--- src/rtl/mb_rtu_pkg.sv ---
// Shared types and gap constants for the RTU transmit gap controller.
package mb_rtu_pkg;

  typedef enum logic [2:0] {
    S_IDLE,
    S_PRE_GAP,
    S_FETCH,
    S_SEND,
    S_WAIT_DONE,
    S_POST_GAP
  } state_e;

  // Gap lengths in bit ticks: 1.5 and 3.5 character times of 10 bits each.
  localparam int GAP_15_TICKS = 15;
  localparam int GAP_35_TICKS = 35;
  localparam int SIL_W        = 6;

endpackage

--- src/rtl/mb_bit_tick.sv ---
// Bit-period tick generator; clr_i restarts the period so silence is
// measured from the exact end of the last byte.
module mb_bit_tick #(
  parameter int CLK_FREQ  = 50000000,
  parameter int BAUD_RATE = 9600
) (
  input  logic clk_in,
  input  logic rst_in,
  input  logic clr_i,
  output logic tick_o
);
  localparam int BPS = (CLK_FREQ / BAUD_RATE < 1) ? 1 : CLK_FREQ / BAUD_RATE;
  localparam int CW  = (BPS > 1) ? $clog2(BPS) : 1;

  logic [CW-1:0] cnt_q;
  logic          wrap;

  assign wrap   = (cnt_q == CW'(BPS - 1));
  assign tick_o = wrap;

  // Free-running divider, restarted on clear.
  always_ff @(posedge clk_in or posedge rst_in) begin
    if (rst_in)              cnt_q <= '0;
    else if (clr_i || wrap)  cnt_q <= '0;
    else                     cnt_q <= cnt_q + CW'(1);
  end
endmodule

--- src/rtl/mb_tx_gap_ctrl.sv ---
// Frame sequencer for an RTU transmitter: enforces 3.5T silence around each
// frame and aborts when the inter-byte gap reaches 1.5T.
module mb_tx_gap_ctrl
  import mb_rtu_pkg::*;
#(
  parameter int CLK_FREQ  = 50000000,
  parameter int BAUD_RATE = 9600
) (
  input  logic       clk_in,
  input  logic       rst_in,
  input  logic       frame_start,
  input  logic [7:0] frame_len,
  input  logic [7:0] tx_data_in,
  input  logic       tx_data_valid,
  output logic       tx_data_ready,
  output logic       uart_tx_start,
  output logic [7:0] uart_tx_data,
  input  logic       uart_tx_done,
  output logic       frame_busy,
  output logic       frame_done,
  output logic       frame_err
);
  state_e           state_q;
  logic [SIL_W-1:0] sil_q, sil_d;
  logic [7:0]       rem_q;
  logic [7:0]       data_q;
  logic             first_q, abort_q;
  logic             start_q, busy_q, done_q, err_q;
  logic             tick;
  logic             sil_35, sil_15;

  mb_bit_tick #(.CLK_FREQ(CLK_FREQ), .BAUD_RATE(BAUD_RATE)) u_tick (
    .clk_in (clk_in),
    .rst_in (rst_in),
    .clr_i  (uart_tx_done),
    .tick_o (tick)
  );

  assign sil_35 = (sil_q == SIL_W'(GAP_35_TICKS));
  assign sil_15 = (sil_q >= SIL_W'(GAP_15_TICKS));

  // Line silence in bit ticks since the last byte finished, saturating at 3.5T.
  always_comb begin
    sil_d = sil_q;
    if (uart_tx_done)          sil_d = '0;
    else if (tick && !sil_35)  sil_d = sil_q + SIL_W'(1);
  end

  // Silence register.
  always_ff @(posedge clk_in or posedge rst_in) begin
    if (rst_in) sil_q <= '0;
    else        sil_q <= sil_d;
  end

  // Frame FSM with registered pulse/level outputs.
  always_ff @(posedge clk_in or posedge rst_in) begin
    if (rst_in) begin
      state_q <= S_IDLE;
      rem_q   <= '0;
      data_q  <= '0;
      first_q <= 1'b0;
      abort_q <= 1'b0;
      start_q <= 1'b0;
      busy_q  <= 1'b0;
      done_q  <= 1'b0;
      err_q   <= 1'b0;
    end else begin
      start_q <= 1'b0;
      done_q  <= 1'b0;
      err_q   <= 1'b0;
      case (state_q)
        S_IDLE: begin
          if (frame_start) begin
            if (frame_len == 8'd0) begin
              err_q <= 1'b1;
            end else begin
              rem_q   <= frame_len;
              first_q <= 1'b1;
              abort_q <= 1'b0;
              busy_q  <= 1'b1;
              state_q <= S_PRE_GAP;
            end
          end
        end
        S_PRE_GAP: if (sil_35) state_q <= S_FETCH;
        S_FETCH: begin
          // A late byte inside a frame would split it on the wire: give up.
          if (!first_q && sil_15) begin
            err_q   <= 1'b1;
            busy_q  <= 1'b0;
            abort_q <= 1'b1;
            state_q <= S_POST_GAP;
          end else if (tx_data_valid) begin
            data_q  <= tx_data_in;
            start_q <= 1'b1;
            state_q <= S_SEND;
          end
        end
        S_SEND: state_q <= S_WAIT_DONE;
        S_WAIT_DONE: begin
          if (uart_tx_done) begin
            first_q <= 1'b0;
            rem_q   <= rem_q - 8'd1;
            state_q <= (rem_q == 8'd1) ? S_POST_GAP : S_FETCH;
          end
        end
        S_POST_GAP: begin
          if (sil_35) begin
            if (!abort_q) begin
              done_q <= 1'b1;
              busy_q <= 1'b0;
            end
            abort_q <= 1'b0;
            state_q <= S_IDLE;
          end
        end
        default: state_q <= S_IDLE;
      endcase
    end
  end

  assign tx_data_ready = (state_q == S_FETCH);
  assign uart_tx_start = start_q;
  assign uart_tx_data  = data_q;
  assign frame_busy    = busy_q;
  assign frame_done    = done_q;
  assign frame_err     = err_q;
endmodule

--- config.mk ---
export PLATFORM = sky130hd
export DESIGN_NAME = mb_tx_gap_ctrl
export DESIGN_NICKNAME = d
export VERILOG_FILES = /design/src/rtl/mb_rtu_pkg.sv /design/src/rtl/mb_bit_tick.sv /design/src/rtl/mb_tx_gap_ctrl.sv
export SDC_FILE = /design/constraint.sdc
export NUM_CORES = 1
export LEC_CHECK = 0
export CORE_UTILIZATION = 53
export DETAILED_ROUTE_END_ITERATION = 7
export HOLD_SLACK_MARGIN = 0.15
export MAX_ROUTING_LAYER = met4
export PLACE_DENSITY = 0.89
export SLEW_MARGIN = 15
export SYNTH_ARGS = -nofsm -noshare
export SYNTH_HDL_FRONTEND = slang
export SYNTH_SLANG_ARGS = --single-unit
--- constraint.sdc ---
create_clock -name clk_in -period 2.4 [get_ports clk_in]
set_input_delay 0.24 -clock clk_in [delete_from_list [all_inputs] [get_ports clk_in]]
set_output_delay 0.24 -clock clk_in [all_outputs]
set_load 0.02 [all_outputs]
==> impl_metrics.json <==
{
  "routed_wl_um": 4570,
  "cts_inserted_buffers": 5,
  "cp.arrival_ns": 2.37,
  "grt_pass1_vias": 1716,
  "routed_via_density": 5.75,
  "holdWs_ns": 0.364,
  "dieWidth_um": 66.9,
  "crit_type": "reg2reg",
  "overflow": 0,
  "io_pins": 34,
  "ys_types": 49,
  "crit_path_end_kind": "register",
  "drive_gt1_share_pct": 9.06,
  "cts_resized": 0,
  "avgSynthCellArea_um2": 9.74,
  "core_area_mm2": 0.00403,
  "synth_edf_count": 0,
  "h-tree-depth": 2,
  "final_antenna_net_count": 0,
  "ir_drop_mv": 0.437,
  "tightestPinTransition_ns": 0.545,
  "cts.path.max_buffers": 2,
  "yosysSeqAreaShare_pct": 49.4,
  "hold_violations": 0,
  "clkSinkCount": 44,
  "die_area_mm2": 0.00447,
  "gp_congestion": 0.857,
  "antenna_found_initial": 0,
  "cellLeakagePower_uw": 0.00119,
  "start_util_pct": 55.4,
  "yosys-top-cells-area": "dfrtp_1 (49%), nor2_1 (6.2%), mux2_2 (5.0%)",
  "syn_inst": 229,
  "clk_pin_slew_ns": 0.08,
  "async_flop_share_pct": 100,
  "r2r_slack_ns": 0.22,
  "final-setup-viol-count": 0,
  "grt_pass1_wl_um": 7360,
  "critPathRequiredTime_ns": 2.59,
  "syn_area_mm2": 0.00223,
  "fin_crit_ns": 2.18,
  "max_freq_ghz": 0.459,
  "reg2reg_to": "state_q[2]",
  "fin_ws_ns": 0.220,
  "placementRows": 23,
  "worstSkewPairLatency_ns": 0.30,
  "p_per_area_mw_per_mm2": 726,
  "critical_path.endpoint": "state_q[2]",
  "layout.nets": 289,
  "outcome": "finished clean",
  "dr.pass1.iters": 4,
  "tns_ns": 0,
  "r2r_start": "sil_q[0]",
  "io_buffers": 33,
  "cts_tree": "yes",
  "n_antenna_cell": 0,
  "routedWlPerCell_um": 14.5,
  "cp_cell_sequence": "ha_1 > nor4b_1 > nand2_1 > a32oi_1 > o311ai_0 > mux2_2",
  "drc": 0,
  "synthToLayoutAreaGrowth_pct": 21.7,
  "ys_warn_count": 0,
  "skew_ns": 0.00780,
  "dp_hpwl_um": 3070,
  "synth_ff_type": "dfrtp_1",
  "grt.busiest_layer": "met2",
  "grtUsageMet1_pct": 25.2,
  "critPathSlowestCell": "nor4b_1",
  "pre_cts_ws_ns": 0.188,
  "cp_max_fo": 6,
  "cts_root_buf": "clkbuf_8",
  "crit_path_start": "sil_q[0]",
  "hold_path_class": "in2async",
  "rsz0062_at_grt": "no",
  "yosys.area.top_type": "dfrtp_1",
  "gr-usage-all-layers_pct": 22.9,
  "gr-usage-met3_pct": 4.97,
  "timing.slew.headroom_pct": 63.6,
  "post_cts_buffers": 0,
  "drt_iter0_drc": 153,
  "worstSetupStartpointType": "register",
  "finalMaxSlewViolations": 0,
  "synth_nets": 254,
  "die_h_um": 66.9,
  "period_share_pct": 90.8,
  "hold_buffers": 0,
  "vias": 1810,
  "slowest_delay_ns": 0.41,
  "drv_cap": 0,
  "synth_top_area_share_pct": 49.4,
  "power.total_uw": 1970,
  "synth-seq-cells": 44,
  "reg2reg_depth": 6,
  "grt_max_degree": 45,
  "met2_usage_pct": 38.3
}
==> critical path, delay by kind of cell (launching register included) <==
| kind | cells | cell delay (ns) |
|---|---|---|
| simple gates | 2 | 0.67 |
| compound gates | 2 | 0.46 |
| flops | 1 | 0.40 |
| mux | 1 | 0.30 |
| fa+ha+maj | 1 | 0.23 |
==> synth_stat cells, drive strengths merged, types with 3 or more instances <==
cell type	n
ha	4
nor2	37
nor3	8
mux2	10
xor2	10
nand2	17
nand4	3
a21oi	8
o21ai	12
nand3	12
clkbuf	6
and3	8
xnor2	6
inv	6
dfrtp	44
==> flip-flops by register name, summed over array words and instances (netlist names) <==
| signal | count |
|---|---|
| uart_tx_start | 1 |
| first_q | 1 |
| uart_tx_data | 8 |
| frame_done | 1 |
| rem_q | 8 |
| abort_q | 1 |
| sil_q | 6 |
| frame_busy | 1 |
| u_tick.cnt_q | 13 |
| frame_err | 1 |
| state_q | 3 |
==> routing by layer <==
layer / up-vias / part of all wire [%]
met1: 863 / 44
met2: 56 / 50
met5: - / 0
met3: 9 / 4.2
li1: 882 / -
met4: 0 / 2.0
==> through the flow <==
stage	instance area (um^2)	std cells	util, %
floorplan	2230	229	-
global placement	2610	307	64.7
detailed placement	2610	307	64.7
CTS	2720	315	67.4
global route	2720	315	67.4
finish	2720	315	67.4
==> worst min-delay path by stage <==
stage,startpoint,endpoint,slack [ns],depth (start not counted)
after global routing,rst_in,uart_tx_data[2],0.47,3
after floorplan,tx_data_in[0],uart_tx_data[0],0.39,1
after detailed placement,abort_q,frame_done,0.46,1
final,rst_in,uart_tx_data[2],0.36,3
after global placement,u_tick.cnt_q[0],u_tick.cnt_q[0],0.45,1
after CTS,rst_in,uart_tx_data[4],0.38,3
==> placed cells by master, fill, tap and decap left out, types with 2 or more instances in the layout <==
master and n:
nand2_1 17, nand3_1 12, o211ai_1 2, xor2_1 10
o21ai_0 11, nor4_1 2, a32oi_1 2, clkdlybuf4s50_1 33
dfrtp_1 44, buf_4 3, nor3_1 7, ha_1 4
nor3b_1 2, inv_1 6, nand4_1 3, o22ai_1 2
nor2_1 37, xnor2_1 6, a21oi_1 8, nand4b_1 2
nand2b_1 2, mux2_2 10, clkbuf_8 5, and3_1 7
==> report_power, final <==
| part | leakage [uW] | internal [uW] | switching (uW) | total, uW |
|---|---|---|---|---|
| Combinational | 0.000549 | 213 | 238 | 451 |
| Clock | 0.0000552 | 309 | 254 | 563 |
| Sequential | 0.000584 | 853 | 106 | 958 |
| Total | 0.00119 | 1370 | 598 | 1970 |
==> cell families (layout without fill, tap and decap cells) <==
kind of cell | after synthesis | count (layout) | synth area share [%]
adders and majority gates | 4 | 4 | 2.24
DFF | 44 | 44 | 49.4
xor gates and xnor gates | 16 | 16 | 6.28
muxes | 10 | 10 | 5.05
and+or+nand+nor | 103 | 103 | 23.5
AOI/OAI and AO/OA | 38 | 38 | 10.8
buffers and inverters | 14 | 50 | 2.75
==> area by class of cell <==
cell class	instances	area, um^2
Sequential cell	44	1100
Clock inverter	2	35.0
Inverter	6	22.5
Tap cell	50	62.6
Multi-Input combinational cell	171	1070
Fill cell	307	1310
Timing Repair Buffer	36	353
Clock buffer	6	72.6
Note: power is estimated with default switching activity, not from simulation.
